[src/rtl/npu_cmd_scheduler.sv]
// Purpose : queues decoded SPI tile commands and issues them one at a time to the NPU tile engine.
// Latency : ENQUEUE taken at E -> count visible E+1 -> eng_start at E+2; data_out trails state by one cycle.
// Backpressure: none toward SPI; a push into a full queue is dropped and flagged in err_overflow.
//
// Ports:
//   clk, rst_n                           clock, synchronous active-low reset
//   spi_valid, cmd, tile_i, tile_j,      decoded SPI command; a rising edge of spi_valid
//   op_code, data_in                     marks one new command
//   data_out                             status byte or last engine result, returned on MISO
//   eng_start, eng_tile_i, eng_tile_j,   one-cycle issue strobe plus operation fields, which
//   eng_op, eng_operand                  hold until the next issue
//   eng_done, eng_result                 engine completion pulse and result
//   busy                                 scheduler FSM not idle
module npu_cmd_scheduler #(
   parameter int FIFO_DEPTH = 4,   // 2..7
   parameter int TIMEOUT    = 255  // 1..255
) (
   input  logic       clk,
   input  logic       rst_n,
   input  logic       spi_valid,
   input  logic [7:0] cmd,
   input  logic [2:0] tile_i,
   input  logic [2:0] tile_j,
   input  logic [2:0] op_code,
   input  logic [7:0] data_in,
   output logic [7:0] data_out,
   output logic       eng_start,
   output logic [2:0] eng_tile_i,
   output logic [2:0] eng_tile_j,
   output logic [2:0] eng_op,
   output logic [7:0] eng_operand,
   input  logic       eng_done,
   input  logic [7:0] eng_result,
   output logic       busy
);

   localparam int              PW       = (FIFO_DEPTH > 2) ? $clog2(FIFO_DEPTH) : 1;
   localparam logic [2:0]      DEPTH_C  = 3'(FIFO_DEPTH);
   localparam logic [PW-1:0]   LAST_PTR = PW'(FIFO_DEPTH - 1);
   // WAIT lasts exactly TIMEOUT cycles: the counter starts at 0 on WAIT entry.
   localparam logic [7:0]      TMO_LAST = 8'(TIMEOUT - 1);

   localparam logic [7:0] CMD_ENQUEUE = 8'h01;
   localparam logic [7:0] CMD_SEL_ST  = 8'h02;
   localparam logic [7:0] CMD_SEL_RES = 8'h03;
   localparam logic [7:0] CMD_FLUSH   = 8'h04;
   localparam logic [7:0] CMD_CLR_ERR = 8'h05;

   typedef struct packed {
      logic [2:0] tile_i;
      logic [2:0] tile_j;
      logic [2:0] op;
      logic [7:0] operand;
   } entry_t;

   typedef enum logic [1:0] {ST_IDLE, ST_ISSUE, ST_WAIT} state_t;

   state_t          state, state_nxt;
   logic            valid_q;
   logic            take;
   logic            is_enq, is_sel_st, is_sel_res, is_flush, is_clr, is_ill;
   entry_t          mem [FIFO_DEPTH];
   entry_t          entry_in, head;
   logic [PW-1:0]   rd_ptr, wr_ptr;
   logic [2:0]      count;
   logic            full;
   logic            push_ok, push_drop, pop, load_issue, wait_done, wait_tmo;
   logic            err_illegal, err_overflow, err_timeout;
   logic            sel_result;
   logic [7:0]      result_q;
   logic [7:0]      tmo_cnt;
   logic [7:0]      status;

   function automatic logic [PW-1:0] ptr_inc(input logic [PW-1:0] p);
      return (p == LAST_PTR) ? '0 : p + PW'(1);
   endfunction

   // One command per rising edge of the (already synchronised) valid level.
   assign take = spi_valid & ~valid_q;

   always_comb begin
      is_enq     = 1'b0;
      is_sel_st  = 1'b0;
      is_sel_res = 1'b0;
      is_flush   = 1'b0;
      is_clr     = 1'b0;
      is_ill     = 1'b0;
      if (take) begin
         case (cmd)
            CMD_ENQUEUE: is_enq     = 1'b1;
            CMD_SEL_ST:  is_sel_st  = 1'b1;
            CMD_SEL_RES: is_sel_res = 1'b1;
            CMD_FLUSH:   is_flush   = 1'b1;
            CMD_CLR_ERR: is_clr     = 1'b1;
            default:     is_ill     = 1'b1;
         endcase
      end
   end

   assign entry_in  = {tile_i, tile_j, op_code, data_in};
   assign head      = mem[rd_ptr];
   assign full      = (count == DEPTH_C);
   assign busy      = (state != ST_IDLE);
   assign status    = {busy, full, err_illegal, err_overflow, err_timeout, count};
   // A pop in the same cycle frees a slot, so a push into a full queue still fits.
   assign push_ok   = is_enq & ((count < DEPTH_C) | pop);
   assign push_drop = is_enq & ~push_ok;

   // Next-state logic. eng_* are loaded on the IDLE->ISSUE edge so the strobe and
   // fields appear together during ISSUE; the entry leaves the queue at the end of ISSUE.
   always_comb begin
      state_nxt  = state;
      load_issue = 1'b0;
      pop        = 1'b0;
      wait_done  = 1'b0;
      wait_tmo   = 1'b0;
      case (state)
         ST_IDLE: begin
            if (count != 3'd0) begin
               load_issue = 1'b1;
               state_nxt  = ST_ISSUE;
            end
         end
         ST_ISSUE: begin
            // Guard against a FLUSH that emptied the queue on the way into ISSUE.
            pop       = (count != 3'd0);
            state_nxt = ST_WAIT;
         end
         ST_WAIT: begin
            if (eng_done) begin
               wait_done = 1'b1;
               state_nxt = ST_IDLE;
            end else if (tmo_cnt == TMO_LAST) begin
               wait_tmo  = 1'b1;
               state_nxt = ST_IDLE;
            end
         end
         default: state_nxt = ST_IDLE;
      endcase
   end

   always_ff @(posedge clk) begin
      if (!rst_n) state <= ST_IDLE;
      else        state <= state_nxt;
   end

   // Queue storage needs no reset; occupancy is tracked by count and the pointers.
   always_ff @(posedge clk) begin
      if (push_ok) mem[wr_ptr] <= entry_in;
   end

   always_ff @(posedge clk) begin
      if (!rst_n) begin
         valid_q      <= 1'b0;
         rd_ptr       <= '0;
         wr_ptr       <= '0;
         count        <= 3'd0;
         err_illegal  <= 1'b0;
         err_overflow <= 1'b0;
         err_timeout  <= 1'b0;
         sel_result   <= 1'b0;
         result_q     <= 8'h00;
         tmo_cnt      <= 8'h00;
         data_out     <= 8'h00;
         eng_start    <= 1'b0;
         eng_tile_i   <= 3'd0;
         eng_tile_j   <= 3'd0;
         eng_op       <= 3'd0;
         eng_operand  <= 8'h00;
      end else begin
         valid_q   <= spi_valid;
         data_out  <= sel_result ? result_q : status;
         eng_start <= load_issue;

         if (load_issue) begin
            eng_tile_i  <= head.tile_i;
            eng_tile_j  <= head.tile_j;
            eng_op      <= head.op;
            eng_operand <= head.operand;
         end

         if (push_ok) wr_ptr <= ptr_inc(wr_ptr);

         if (is_flush) begin
            count  <= 3'd0;
            rd_ptr <= wr_ptr;
         end else begin
            if (pop) rd_ptr <= ptr_inc(rd_ptr);
            count <= count + {2'b00, push_ok} - {2'b00, pop};
         end

         // Clear first so a timeout landing with CLR_ERR is not lost.
         if (is_clr) begin
            err_illegal  <= 1'b0;
            err_overflow <= 1'b0;
            err_timeout  <= 1'b0;
         end
         if (is_ill)    err_illegal  <= 1'b1;
         if (push_drop) err_overflow <= 1'b1;
         if (wait_tmo)  err_timeout  <= 1'b1;

         if (is_sel_st)  sel_result <= 1'b0;
         if (is_sel_res) sel_result <= 1'b1;

         if (state == ST_ISSUE)     tmo_cnt <= 8'h00;
         else if (state == ST_WAIT) tmo_cnt <= tmo_cnt + 8'h01;

         if (wait_done)     result_q <= eng_result;
         else if (wait_tmo) result_q <= 8'hEE;
      end
   end

endmodule

[config.mk]
export PLATFORM = sky130hd
export DESIGN_NAME = npu_cmd_scheduler
export DESIGN_NICKNAME = d
export VERILOG_FILES = /design/src/rtl/npu_cmd_scheduler.sv
export SDC_FILE = /design/constraint.sdc
export NUM_CORES = 1
export LEC_CHECK = 0
export BUFFER_PORTS_ARGS = -buffer_cell sky130_fd_sc_hd__buf_4
export CELL_PAD_IN_SITES_DETAIL_PLACEMENT = 0
export CELL_PAD_IN_SITES_GLOBAL_PLACEMENT = 1
export CORE_MARGIN = 3
export CORE_UTILIZATION = 47
export DETAILED_ROUTE_END_ITERATION = 10
export PLACE_DENSITY = 0.87
export SLEW_MARGIN = 20
export SYNTH_ARGS = -nofsm -noshare
export SYNTH_HDL_FRONTEND = slang
export SYNTH_SLANG_ARGS = --single-unit
[constraint.sdc]
create_clock -name clk -period 4 [get_ports clk]
set_clock_uncertainty 0.15 [all_clocks]
set_input_delay 0 -clock clk [delete_from_list [all_inputs] [get_ports clk]]
set_output_delay 0 -clock clk [all_outputs]
set_load 0.005 [all_outputs]
After elaboration in Yosys (flattened, before gate mapping)
Memory sizes are Yosys's and may differ from the RTL's. A register that Yosys moved wholly into a read port is not among the register bits.
Index checks and enable logic that the tools add are counted.
- add/subtract/negate cells: 5
- $lt $le $gt $ge: 1
- eq/ne operators: 13
- mux-type cells: 39
- bitwise logic cells: 7
- reductions and logical operators: 14
- operator list (cell ; count):
    $mux W1 ; 28
    $mux W8 ; 3
    $eq A8 B2 Y1 const B ; 2
    $eq A8 B3 Y1 const B ; 2
    $mux W2 ; 7
    $reduce_bool A2 Y1 ; 7
    $add A8 B1 Y8 const B ; 1
    $eq A8 B1 Y1 const B ; 1
    $eq A8 B8 Y1 const B ; 1
    $eq A2 B2 Y1 const B ; 3
    $pmux W2 S3 ; 1
    $reduce_or A5 Y1 ; 1
    $add A2 B1 Y2 const B ; 2
    $reduce_or A2 Y1 ; 2
    $add A3 B1 Y3 ; 1
    $and A1 B1 Y1 ; 3
    $eq A3 B3 Y1 const B ; 1
    $lt A3 B3 Y1 const B ; 1
    $ne A3 B3 Y1 const B ; 1
    $not A1 Y1 ; 3
    $reduce_bool A3 Y1 ; 1
    $sub A3 B1 Y3 ; 1
    $eq A2 B1 Y1 const B ; 1
    $logic_not A2 Y1 ; 1
    other kinds (4) ; 4
- flip-flop bits (word level): 39
- memory bits (writable): 68
- bits of input ports: 37
- output and inout bits: 27
- logic and storage cells: 93
- memories: 1
- memories (name ; depth ; bits a word ; rd ports ; clocked after memory_dff ; write ports ; RTL line ; text):
    mem ; 4 ; 17 ; 1 ; 1 ; 1 ; 62 ; entry_t mem [FIFO_DEPTH];

Logic depth before layout (Yosys ltp)
- word-level depth: 7
- mapped depth: 12
- mapped depth without buffers: 12

Worst setup path after synthesis
No wires, ideal clock.
- path type: flip-flop to flip-flop
- from: reg valid_q
- to: reg count[2]
- setup time: 0.115 ns
- arrival time: 2.529 ns
- data required time: 3.735 ns
- slack: 1.206 ns
- cell stages (with the launch flop): 12
- path buffers: 0
- period minus slack after synthesis: 2.794 ns
- path through: dfxtp_1 or4b_4 a2111oi_4 inv_1 ha_1 inv_1 ha_1 inv_1 fa_1 xor2_1 xnor2_1 nor2_1
- longest elaborated chain between the ends: 6
- elaborated cells between the ends (all ways): 8
- those cells by class: 2 x add/sub; 2 x mux; 3 x bitwise; 1 x reduce/logical
- RTL lines (element ; RTL line ; text):
    start: declaration ; 59 ; logic valid_q;
    start signal: assignment ; 171 ; valid_q <= spi_valid;
    $not A1 Y1 (*) ; 79 ; assign take = spi_valid & ~valid_q;
    $and A1 B1 Y1 (*) ; 79 ;
    $mux W1 ; 88 ; if (take) begin
    $and A1 B1 Y1 ; 106 ; assign push_ok = is_enq & ((count < DEPTH_C) | pop);
    $add A3 B1 Y3 ; 189 ; count <= count + {2'b00, push_ok} - {2'b00, pop};
    $sub A3 B1 Y3 ; 189 ;
    end signal: assignment ; 189 ;
    end: declaration ; 65 ; logic [2:0] count;
Every way passes the cells marked *; elsewhere a longest branch is shown, timed or not.
A chain may end at the register's enable or synchronous reset.

Worst setup path after layout
Ends and elaborated chain as after synthesis.

==> run summary <==
Fmax: 0.288 GHz
Initial antenna violation count: 0
Most frequent cells in the layout: edfxtp_1 (68), buf_4 (66), dlygate4sd3_1 (59), dfxtp_1 (56), nor2_1 (26)
Period utilization: 0.869
# H-tree levels: 4
Final wirelength: 9.86 mm
Leak: 2.43 nW
Core ar.: 9770 um^2
Post-cts resize count: 0
Routed WL per cell: 16.7 um
Status: complete, no violations
Final core occ: 0.661
# diodes: 0
Post-route ant nets: 0
Final hold viol count: 0
FF+latch area: 3160 um^2
Switching share of power: 0.215
Design area: 6460 um^2
Cells after synthesis: 315
Starting density of the core: 0.485
CP Capture Type: flip-flop
Number of synthesized flops with an enable pin: 68
Max-slew violations: 0
Multi-input logic area: 1490 um^2
Worst-path clk slew: 60 ps
Post-route setup TNS: 0 ps
Vias in the first global route: 3,195
Relative slew margins: 0.334
Clk sinks: 124
Share of layout cells above drive strength 1: 0.273
Pint: 2.18 mW
Initial detailed-routing violation count: 114
Ranking of synthesized cells by area: edfxtp_1 (43%), dfxtp_1 (24%), mux4_2 (8.1%)
Synthesized flop and latch total: 124
Port Buffers: 63
Worst vdd ir: 0.000239 V
Grt ovf: 0
Yosys top cell by area: edfxtp_1
Worst-margin pin slew: 998 ps
Total CTS buffers: 17
Via count: 3,041
Clock Tree Root: clkbuf_8
Net Sw Power: 595 uW
Die width: 106 um
Avg Synthesized Cell Area: 15.0 um^2
CP required: 4250 ps
Post-detail-place hpwl: 5.41 mm
Area share of the largest cell type after synthesis: 0.431
# rows: 36
R2r setup slk: 520 ps
Die area: 11,300 um^2
GRT Util Overall: 0.185
P per Cell Area: 429 nW/um^2
Final Setup Violations: 0
First-pass GRT wire length: 16.0 mm
Library cells used by synthesis: 46
Buf/Inv on CP: 4
Min-delay worst type: primary input to flip-flop
CTS Buffer Depth: 2
Cell mode on critical path: inv_1
Tot Pwr: 2.77 mW
RSZ-0062 raised after global routing: no
Area after DPL: 5340 um^2
Final Net Count: 492
Most common cell after layout, fill and taps aside: edfxtp_1
Arrival time worst endpoint: 3730 ps
Min Tclk post-route: 3480 ps
Clock power share: 0.481
Ports: 64
Ys async rst share: 0
Crit-path max cell delay: 620 ps
Crit Path Class: flip-flop to flip-flop
Reg power frac: 0.486
Syn-to-layout area delta: 36.3%
CTS tree: done
Sequential area share after synthesis: 0.668
Crit path max-delay family: buffers and inverters
DRC Markers: 0
Slowest stage cell on the critical path: dlygate4sd3_1
Post-Syn Nets: 362
Drt first pass iters: 4
Main flop type after synthesis: edfxtp_1
Ys Warns: 0
Critical path, cell by cell: or4b_4, dlygate4sd3_1, a2111oi_4, inv_1, ha_1, inv_1, ha_1, inv_1, fa_1, xor2_1, xnor2_1, nor2_1
Latest clock arrival within the worst-skew pair: 510 ps
Gp weighted congestion: 0.727
Vias per Instance: 5.15
CP max FO: 6
Die Y: 106 um
Mapped cell area: 4740 um^2
# fillers: 675
Crit path launch type: flip-flop
Combinational group share of total power: 0.033
Maxcap violations: 0
Largest net degree at the start of global routing: 24
layer usage:
layer | global-route usage | wire length [um] | vias up
met5 | 0 | 0 | -
met4 | 0.0638 | 112 | 0
met3 | 0.0401 | 376 | 10
met2 | 0.316 | 5210 | 69
met1 | 0.234 | 4170 | 1503
li1 | - | - | 1459
final cells by class:
cell class / count / area share
flip-flops and latches: 124 / 0.490
multi-input cells: 169 / 0.230
repair buffers: 125 / 0.168
clock buffers: 19 / 0.0668
well taps: 133 / 0.0258
clock inverters: 13 / 0.0147
inverters: 8 / 0.00465
flip-flops by register name, summed over array words and instances (netlist names):
name and count:
eng_start 1, wr_ptr 2, count 3, tmo_cnt 8, err_illegal 1, result_q 8, eng_tile_j 3, err_timeout 1
valid_q 1, state 2, err_overflow 1, sel_result 1, eng_operand 8, data_out 8, eng_op 3, eng_tile_i 3
rd_ptr 2, mem 68
power groups by stage:
stage | Sequential, mW | Combinational, mW | Clock (mW)
global placement | 1.37 | 0.0594 | 0
global route | 1.35 | 0.101 | 1.40
floorplan | 1.37 | 0.0195 | 0
CTS | 1.35 | 0.0911 | 1.34
finish | 1.35 | 0.0923 | 1.33
detailed placement | 1.37 | 0.0616 | 0
logic make-up after synthesis:
group,Yosys count,synth area share
fa+ha+maj,10,0.0280
compound gates,42,0.0716
mux,31,0.110
buf+inv,22,0.0188
simple gates,76,0.0851
xor+xnor,10,0.0185
flops,124,0.668
synth_stat cells (5+ instances only):
library cell / count
nor2_1: 26
buf_2: 5
dfxtp_1: 56
mux4_2: 17
edfxtp_1: 68
nand2_1: 13
mux2i_1: 14
ha_1: 9
a22o_1: 18
nand4_1: 5
xor2_1: 7
o21ai_0: 6
inv_1: 7
clkbuf_1: 9
final timing paths:
check | startpoint | end | cells past startpoint
worst min register to register | err_timeout | err_timeout | 1
worst max register to register | valid_q | count[2] | 12
worst max-delay path | valid_q | count[2] | 12
worst min-delay path | data_in[0] | mem[3][0] | 2
through the flow:
step | std cells | setup WS (ps) | hold WS, ps
floorplan | 315 | 1210 | -51.1
global placement | 500 | 1100 | 49.1
detailed placement | 500 | 1050 | 53.1
CTS | 591 | 554 | 68.4
global route | 591 | 336 | 76.6
finish | 591 | 524 | 75.2
repair_timing:
item | 4_1_cts | 5_1_grt
hold buffers | 59 | 0
setup buffers | 0 | 0
hold endpoints to repair | 107 | 0
Note: power is estimated with default switching activity, not from simulation.
